## src/rtl/param_dual_port_sram.sv

```systemverilog
// Simple-dual-port SRAM with one write port and one read port on a single clock.
// - Writes use per-byte enables.
// - Read latency is 1 or 2 cycles.
// - Read-during-write to the same address is selectable (old data or merged new data).
// - A clear sequencer zeroes one word per cycle while Busy_Out is high.
module param_dual_port_sram #(
    parameter int DATA_WIDTH   = 16,
    parameter int ADDR_WIDTH   = 8,
    parameter int READ_LATENCY = 1,
    parameter int RDW_MODE     = 0
) (
    input  logic                    Clk_In,
    input  logic                    Reset_N_In,
    input  logic                    Write_Enable_In,
    input  logic [ADDR_WIDTH-1:0]   Write_Address_In,
    input  logic [DATA_WIDTH-1:0]   Write_Data_In,
    input  logic [DATA_WIDTH/8-1:0] Byte_Enable_In,
    input  logic                    Read_Enable_In,
    input  logic [ADDR_WIDTH-1:0]   Read_Address_In,
    output logic [DATA_WIDTH-1:0]   Read_Data_Out,
    output logic                    Read_Valid_Out,
    input  logic                    Clear_In,
    output logic                    Busy_Out
);

    localparam int DEPTH     = 1 << ADDR_WIDTH;
    localparam int NUM_BYTES = DATA_WIDTH / 8;

    // Reject word widths that are not whole bytes, and unsupported latencies.
    generate
        if (((DATA_WIDTH % 8) != 0) || (DATA_WIDTH < 8)) begin : g_bad_width
            $error("param_dual_port_sram: DATA_WIDTH must be a positive multiple of 8");
        end
        if ((READ_LATENCY != 1) && (READ_LATENCY != 2)) begin : g_bad_latency
            $error("param_dual_port_sram: READ_LATENCY must be 1 or 2");
        end
    endgenerate

    typedef enum logic {
        ST_IDLE  = 1'b0,
        ST_CLEAR = 1'b1
    } state_t;

    state_t                  state_q, state_d;
    logic [ADDR_WIDTH-1:0]   clr_cnt_q, clr_cnt_d;
    logic                    rd_valid1_q, rd_valid1_d;

    logic                    accept;
    logic                    wr_go;
    logic                    rd_go;
    logic                    sweep_we;
    logic                    collide;
    logic [DATA_WIDTH-1:0]   rd_word;

    // Requests are honoured only in IDLE. On the edge that starts a sweep,
    // any request on that same edge is dropped.
    assign accept   = (state_q == ST_IDLE) && !Clear_In;
    assign wr_go    = accept && Write_Enable_In;
    assign rd_go    = accept && Read_Enable_In;
    assign sweep_we = (state_q == ST_CLEAR);
    assign collide  = wr_go && rd_go && (Write_Address_In == Read_Address_In);
    assign Busy_Out = (state_q == ST_CLEAR);

    // Next-state logic for the clear sweep. The counter walks 0..DEPTH-1,
    // then wraps to 0 as the FSM returns to IDLE.
    always_comb begin
        state_d     = state_q;
        clr_cnt_d   = clr_cnt_q;
        rd_valid1_d = rd_go;
        case (state_q)
            ST_IDLE: begin
                if (Clear_In) begin
                    state_d   = ST_CLEAR;
                    clr_cnt_d = '0;
                end
            end
            ST_CLEAR: begin
                if (clr_cnt_q == ADDR_WIDTH'(DEPTH - 1)) begin
                    state_d   = ST_IDLE;
                    clr_cnt_d = '0;
                end else begin
                    clr_cnt_d = clr_cnt_q + ADDR_WIDTH'(1);
                end
            end
            default: begin
                state_d   = ST_IDLE;
                clr_cnt_d = '0;
            end
        endcase
    end

    // Control registers. Reset aborts any running sweep and flushes the
    // first read stage.
    always_ff @(posedge Clk_In or negedge Reset_N_In) begin
        if (!Reset_N_In) begin
            state_q     <= ST_IDLE;
            clr_cnt_q   <= '0;
            rd_valid1_q <= 1'b0;
        end else begin
            state_q     <= state_d;
            clr_cnt_q   <= clr_cnt_d;
            rd_valid1_q <= rd_valid1_d;
        end
    end

    // Each byte lane is its own RAM.
    // - A byte-enable becomes the lane's plain write enable.
    // - The sweep drives the lane's write port with zeros.
    genvar gi;
    generate
        for (gi = 0; gi < NUM_BYTES; gi++) begin : g_lane
            logic [7:0]            mem [DEPTH];
            logic                  lane_we;
            logic [ADDR_WIDTH-1:0] lane_addr;
            logic [7:0]            lane_wdata;
            logic [7:0]            wr_byte;
            logic [7:0]            rd_byte_q;

            assign wr_byte = Write_Data_In[gi*8 +: 8];

            // Select the lane write source: the sweep has priority, then byte-enabled user writes.
            always_comb begin
                lane_we    = 1'b0;
                lane_addr  = Write_Address_In;
                lane_wdata = wr_byte;
                if (sweep_we) begin
                    lane_we    = 1'b1;
                    lane_addr  = clr_cnt_q;
                    lane_wdata = 8'h00;
                end else if (wr_go && Byte_Enable_In[gi]) begin
                    lane_we = 1'b1;
                end
            end

            // Storage array; contents are not reset.
            always_ff @(posedge Clk_In) begin
                if (lane_we) begin
                    mem[lane_addr] <= lane_wdata;
                end
            end

            // Registered read. The nonblocking array read naturally returns old data.
            // Write-first mode bypasses the incoming byte on an enabled collision.
            always_ff @(posedge Clk_In or negedge Reset_N_In) begin
                if (!Reset_N_In) begin
                    rd_byte_q <= 8'h00;
                end else if (rd_go) begin
                    if ((RDW_MODE == 1) && collide && Byte_Enable_In[gi]) begin
                        rd_byte_q <= wr_byte;
                    end else begin
                        rd_byte_q <= mem[Read_Address_In];
                    end
                end
            end

            assign rd_word[gi*8 +: 8] = rd_byte_q;
        end
    endgenerate

    // Output stage. Latency 2 adds one register that loads only on a valid
    // read, so the data output holds between reads.
    generate
        if (READ_LATENCY == 2) begin : g_lat2
            logic [DATA_WIDTH-1:0] out_data_q, out_data_d;
            logic                  out_valid_q, out_valid_d;

            // Advance the second pipeline stage.
            always_comb begin
                out_data_d  = out_data_q;
                out_valid_d = rd_valid1_q;
                if (rd_valid1_q) begin
                    out_data_d = rd_word;
                end
            end

            // Second-stage registers, flushed by reset.
            always_ff @(posedge Clk_In or negedge Reset_N_In) begin
                if (!Reset_N_In) begin
                    out_data_q  <= '0;
                    out_valid_q <= 1'b0;
                end else begin
                    out_data_q  <= out_data_d;
                    out_valid_q <= out_valid_d;
                end
            end

            assign Read_Data_Out  = out_data_q;
            assign Read_Valid_Out = out_valid_q;
        end else begin : g_lat1
            assign Read_Data_Out  = rd_word;
            assign Read_Valid_Out = rd_valid1_q;
        end
    endgenerate

endmodule
```

## config.mk

```make
export PLATFORM = sky130hd
export DESIGN_NAME = param_dual_port_sram
export DESIGN_NICKNAME = d
export VERILOG_FILES = /design/src/rtl/param_dual_port_sram.sv
export SDC_FILE = /design/constraint.sdc
export NUM_CORES = 2
export LEC_CHECK = 0
export CORE_AREA = 10 10 584 586
export CTS_CLUSTER_SIZE = 12
export DETAILED_ROUTE_END_ITERATION = 10
export DIE_AREA = 0 0 594 596
export PLACE_DENSITY_LB_ADDON = 0.12
export SKIP_LAST_GASP = 1
export SLEW_MARGIN = 10
export SYNTH_ARGS = -nofsm -noshare
export SYNTH_HDL_FRONTEND = slang
export SYNTH_SLANG_ARGS = --single-unit
export TNS_END_PERCENT = 1
```

## constraint.sdc

```tcl
create_clock -name Clk_In -period 10 [get_ports Clk_In]
set_input_delay 1.5 -clock Clk_In [delete_from_list [all_inputs] [get_ports Clk_In]]
set_output_delay 1.5 -clock Clk_In [all_outputs]
set_load 0.02 [all_outputs]
```

## Yosys cells after proc, flatten, opt, wreduce, memory -nomap -nowiden

Memories as Yosys holds them, arrays and structs flattened. A register that Yosys moved wholly into a read port is not among the register bits.
Cells that the tools add are included.
Widths: inputs -> output; s select.

| word-level totals | value |
|---|---|
| output and inout port bits | 18 |
| RAM bits | 4,096 |
| register bits after elaboration | 10 |
| memories kept | 2 |
| bits in read-only memories | 0 |
| input port bits | 39 |
| logic and storage cells | 34 |
| latch bits | 0 |

| operators by class | value |
|---|---|
| shifts and indexed selects | 0 |
| add/sub/neg operators | 1 |
| multiply operators | 0 |
| order comparisons | 0 |
| equality and inequality tests | 2 |
| multiplexer cells | 17 |
| reduce and logical (&&, ||, !) cells | 8 |
| divide/modulo/power cells | 0 |
| bitwise logic cells | 1 |

Memory list:

| name | depth | width | rd ports | clocked after Yosys merged registers in | wr ports | RTL line | source |
|---|---|---|---|---|---|---|---|
| g_lane[0].mem | 256 | 8 | 1 | 1 | 1 | 112 | `logic [7:0] mem [DEPTH];` |
| g_lane[1].mem | 256 | 8 | 1 | 1 | 1 | 112 |  |

Operators with widths:

| kind | count |
|---|---|
| $mux 8 | 5 |
| $pmux 8 s2 | 1 |
| $mux 1 | 10 |
| $add 8x1->8 const B | 1 |
| $eq 8x8->1 const B | 1 |
| $logic_and 1x1->1 | 5 |
| $logic_not 1->1 | 3 |
| $ne 2x2->1 const B | 1 |
| $pmux 1 s2 | 1 |
| $not 1->1 | 1 |

## Depth between registers and ports, before layout

| depth | value |
|---|---|
| depth in word-level cells | 8 |
| gate-level depth with buffers | 13 |

## Worst setup path after synthesis

Ideal clock, no wire load.

| timing path | value |
|---|---|
| kind | input to register |
| from | input port Write_Data_In[7] |
| to | memory g_lane[0].mem[0][7], data pin |
| arrival time | 7.645 ns |
| slack | 0.909 ns |
| cell stages on the path | 1 |
| data required time | 8.553 ns |
| buffers on the path | 0 |
| path through | nor2b_1 |

| on the way | value |
|---|---|
| word-level cells in the longest chain between the ends | 1 |

Ends and longest elaborated chain:

| item | RTL line | source |
|---|---|---|
| start, declared | 16 | `input logic [DATA_WIDTH-1:0] Write_Data_In,` |
| $mux 8 | 126 | `if (sweep_we) begin` |
| end, declared | 112 |  |

Every way passes these cells.

==> summary.md <==
| Metric | Value |
|---|---|
| Predominant post-synthesis flop cell | `edfxtp_1` |
| Layout Nets | `8136` |
| Setup Buffers After CTS | `0` |
| Area growth syn-to-layout | `10.7%` |
| Post-synthesis adder-cell area fraction | `less than 1%` |
| Grt ovf | `0` |
| Seq/Total Area, Yosys | `77.0%` |
| Post-synthesis mux area share | `14.4%` |
| Critical Path AT | `6.22 ns` |
| Flop-to-flop setup slack | `5.28 ns` |
| Xor and xnor area share after synthesis | `less than 1%` |
| Fin. max-slew vios | `0` |
| Initial antenna violation count | `28` |
| Hold path depth | `2` |
| Critical Path End Type | `register` |
| Hold worst-path end | `g_lane[0].rd_byte_q[0]` |
| Ys async rst share | `0.631%` |
| CTS tree | `done` |
| PwrDens | `approximately 210 nW/µm²` |
| Crit start category | `input port` |
| TritonRoute pass-1 iters | `5` |
| DP Cell Count | `12.0k` |
| GPL Wtd Cong | `0.824` |
| HP Start | `g_lane[0].rd_byte_q[0]` |
| Total placed instance area | `around 170000 µm²` |
| Row count | `211` |
| Largest net degree at the start of global routing | `around 260` |
| Req. time, crit path | `~11 ns` |
| Largest area contributor in the netlist | `edfxtp_1` |
| Clk Tree Root Cell | `clkbuf_16` |
| Die H | `around 600 µm` |
| Fmax | `around 190 MHz` |
| Post-place setup slack | `3.77 ns` |
| Worst-Margin Slew | `1.23 ns` |
| Cts bufs inserted | `420` |
| Simple-gate portion of the synthesized area | `2.88%` |
| Main combinational cell family by area after synthesis | `multiplexers` |
| H-tree depth | `5` |
| End-of-flow core utilization | `approximately 54%` |
| Final Cycle Share | `~54%` |
| Register bit total from synthesis | `4122` |
| Vias in the first global route | `80.6k` |
| Fin Setup TNS | `0 ns` |
| Synth top area share | `76.6%` |
| Die Area | `roughly 350000 µm²` |
| Design Power | `36.5 mW` |
| Post-synthesis cell type count | `75` |
| Clk_lat worst skew | `0.97 ns` |
| Post-CTS sizing | `0` |
| Most frequent cells in the layout | `edfxtp_1, mux4_2, mux2i_1, nor2_1, clkbuf_16` |
| Crit-path max FO | `55` |
| Gr usage total | `between 20% and 30%` |
| Reg-to-Reg Start | `Busy_Out` |
| Post-route cell area | `178000 µm²` |
| DRC | `0` |
| Mean number of vias per cell | `~6.3` |
| Worst IR drop on VDD | `0.137 mV` |
| Largest cells by area after synthesis | `edfxtp_1, mux4_2, mux2i_1` |
| Drt first-iter violations | `9328` |
| R2R cell count | `5` |
| Crit Path Class | `input port to register` |
| Max clock buf depth | `4` |
| Mean area per synthesized cell | `20.2 µm²` |
| Final worst slack | `4.64 ns` |
| Final Hold Fails | `0` |
| Routed vias | `80.5k` |
| Slew margin rel. | `17.8%` |
| Hold WS | `0.555 ns` |
| DRT Wirelength | `438 mm` |
| EDFF count, synth | `between 4k and 5k` |
| Outcome | `finished, final reports clean` |
| Die X-Extent | `slightly below 600 µm` |
| First-pass GRT wire length | `between 600 and 700 mm` |
| Routed len/inst | `34.3 µm` |
| Clock sinks | `4122` |
| Yosys warning total | `0` |
| Setup violators final | `0` |
| Final cell count without fillers | `12.8k` |
| Mapped Area | `161000 µm²` |
| Hold Buf Count CTS | `0` |
| Worst hold-check path type | `register to register` |
| Post-Synthesis Cells | `7937` |
| Std-Cell Core Area | `329000 µm²` |
| I/O Buffers | `56` |
| Synth Area in Compound Gates | `about 3.7%` |
| Io pins | `57` |
| Tmin final | `5.36 ns` |
| Post-DRT Antenna Nets | `0` |
| Syn Nets | `roughly 8.0k` |
| Most common cell after layout, fill and taps aside | `edfxtp_1` |
| HPWL Detailed | `between 200 and 300 mm` |
| Reg clk slew, reported paths | `0.06 ns` |
| Layout cells sized above 1 | `17.6%` |
| Pleak | `57.0 nW` |
| Initial Util | `48.8%` |
| Max_cap viols | `0` |
| R2R Path End | `g_lane[0].mem[172][6]` |
| Unrepaired setup endpoints after global routing | `false` |
| Clk_skew | `0.0570 ns` |
==> final cells by class <==
| cell class | instances | area (µm²) |
|---|---|---|
| Antenna cell | 8 | 20.0 |
| Inverter | 15 | 63.8 |
| Clock buffer | 562 | 11200 |
| Fill cell | 25006 | 151000 |
| Timing Repair Buffer | 234 | 2210 |
| Sequential cell | 4122 | 124000 |
| Clock inverter | 164 | 1240 |
| Multi-Input combinational cell | 3303 | 34000 |
| Tap cell | 4366 | 5460 |
==> synthesized netlist by cell type, types with 6 or more instances <==
| cell | n |
|---|---|
| a32oi_1 | 9 |
| o221ai_1 | 129 |
| a22oi_1 | 133 |
| nor2b_1 | 34 |
| mux2i_1 | 573 |
| clkbuf_8 | 6 |
| buf_6 | 80 |
| inv_1 | 13 |
| buf_12 | 10 |
| buf_8 | 25 |
| o211ai_1 | 10 |
| a21oi_1 | 113 |
| mux2_2 | 15 |
| or3_1 | 11 |
| o22ai_1 | 180 |
| nand3_1 | 75 |
| nor3_1 | 29 |
| nand3b_1 | 6 |
| a2111oi_0 | 26 |
| a211oi_1 | 66 |
| clkbuf_1 | 194 |
| a221oi_1 | 30 |
| a211o_1 | 11 |
| edfxtp_1 | 4096 |
| a22o_1 | 13 |
| mux4_1 | 49 |
| buf_2 | 96 |
| buf_4 | 41 |
| dfrtp_1 | 26 |
| nand4_1 | 24 |
| nand2_1 | 328 |
| o21ai_0 | 86 |
| nor2_1 | 571 |
| mux4_2 | 705 |
| buf_1 | 40 |
==> report_power, final <==
part / internal [mW] / switching, mW
Combinational: 0.681 / 1.96
Sequential: 19.2 / 0.126
Clock: 8.08 / 6.44
Total: 28.0 / 8.53
==> flip-flops by register name, summed over array words and instances (netlist names) <==
register          cells
Busy_Out              1
clr_cnt_q             8
Read_Valid_Out        1
g_lane.mem         4096
g_lane.rd_byte_q     16
==> worst max-delay path, stage by stage <==
cell and delay (ns):
clkbuf_8 0.61, buf_4 0.59, and2b_4 0.70, buf_4 0.76
a22oi_1 0.30, nand2_1 0.28, nand4_1 0.35, or3_1 0.69
o211ai_1 0.18
==> worst max path at each step <==
stage,start,end,slack [ns],depth (start not counted)
2_1_floorplan,Write_Data_In[7],g_lane[0].mem[0][7],0.91,1
3_3_place_gp,Read_Address_In[2],g_lane[1].rd_byte_q[1],3.78,9
3_5_place_dp,Read_Address_In[2],g_lane[1].rd_byte_q[1],3.77,9
4_1_cts,Read_Address_In[2],g_lane[1].rd_byte_q[1],4.78,9
5_1_grt,Read_Address_In[2],g_lane[1].rd_byte_q[1],4.75,9
6_report,Read_Address_In[2],g_lane[1].rd_byte_q[1],4.64,9
==> kinds of logic after synthesis <==
family,after synthesis
flops,4122
buf+inv,512
mux,1342
xor+xnor,4
simple gates,1112
fa+ha+maj,1
compound gates,844
==> layer usage <==
layer | track usage (%) | wire [µm]
met1 | 34.0 | 179000
met2 | 39.0 | 210000
met3 | 4.04 | 33600
met4 | 7.56 | 15500
met5 | 0 | 18
(Power assumes the default switching activity.)
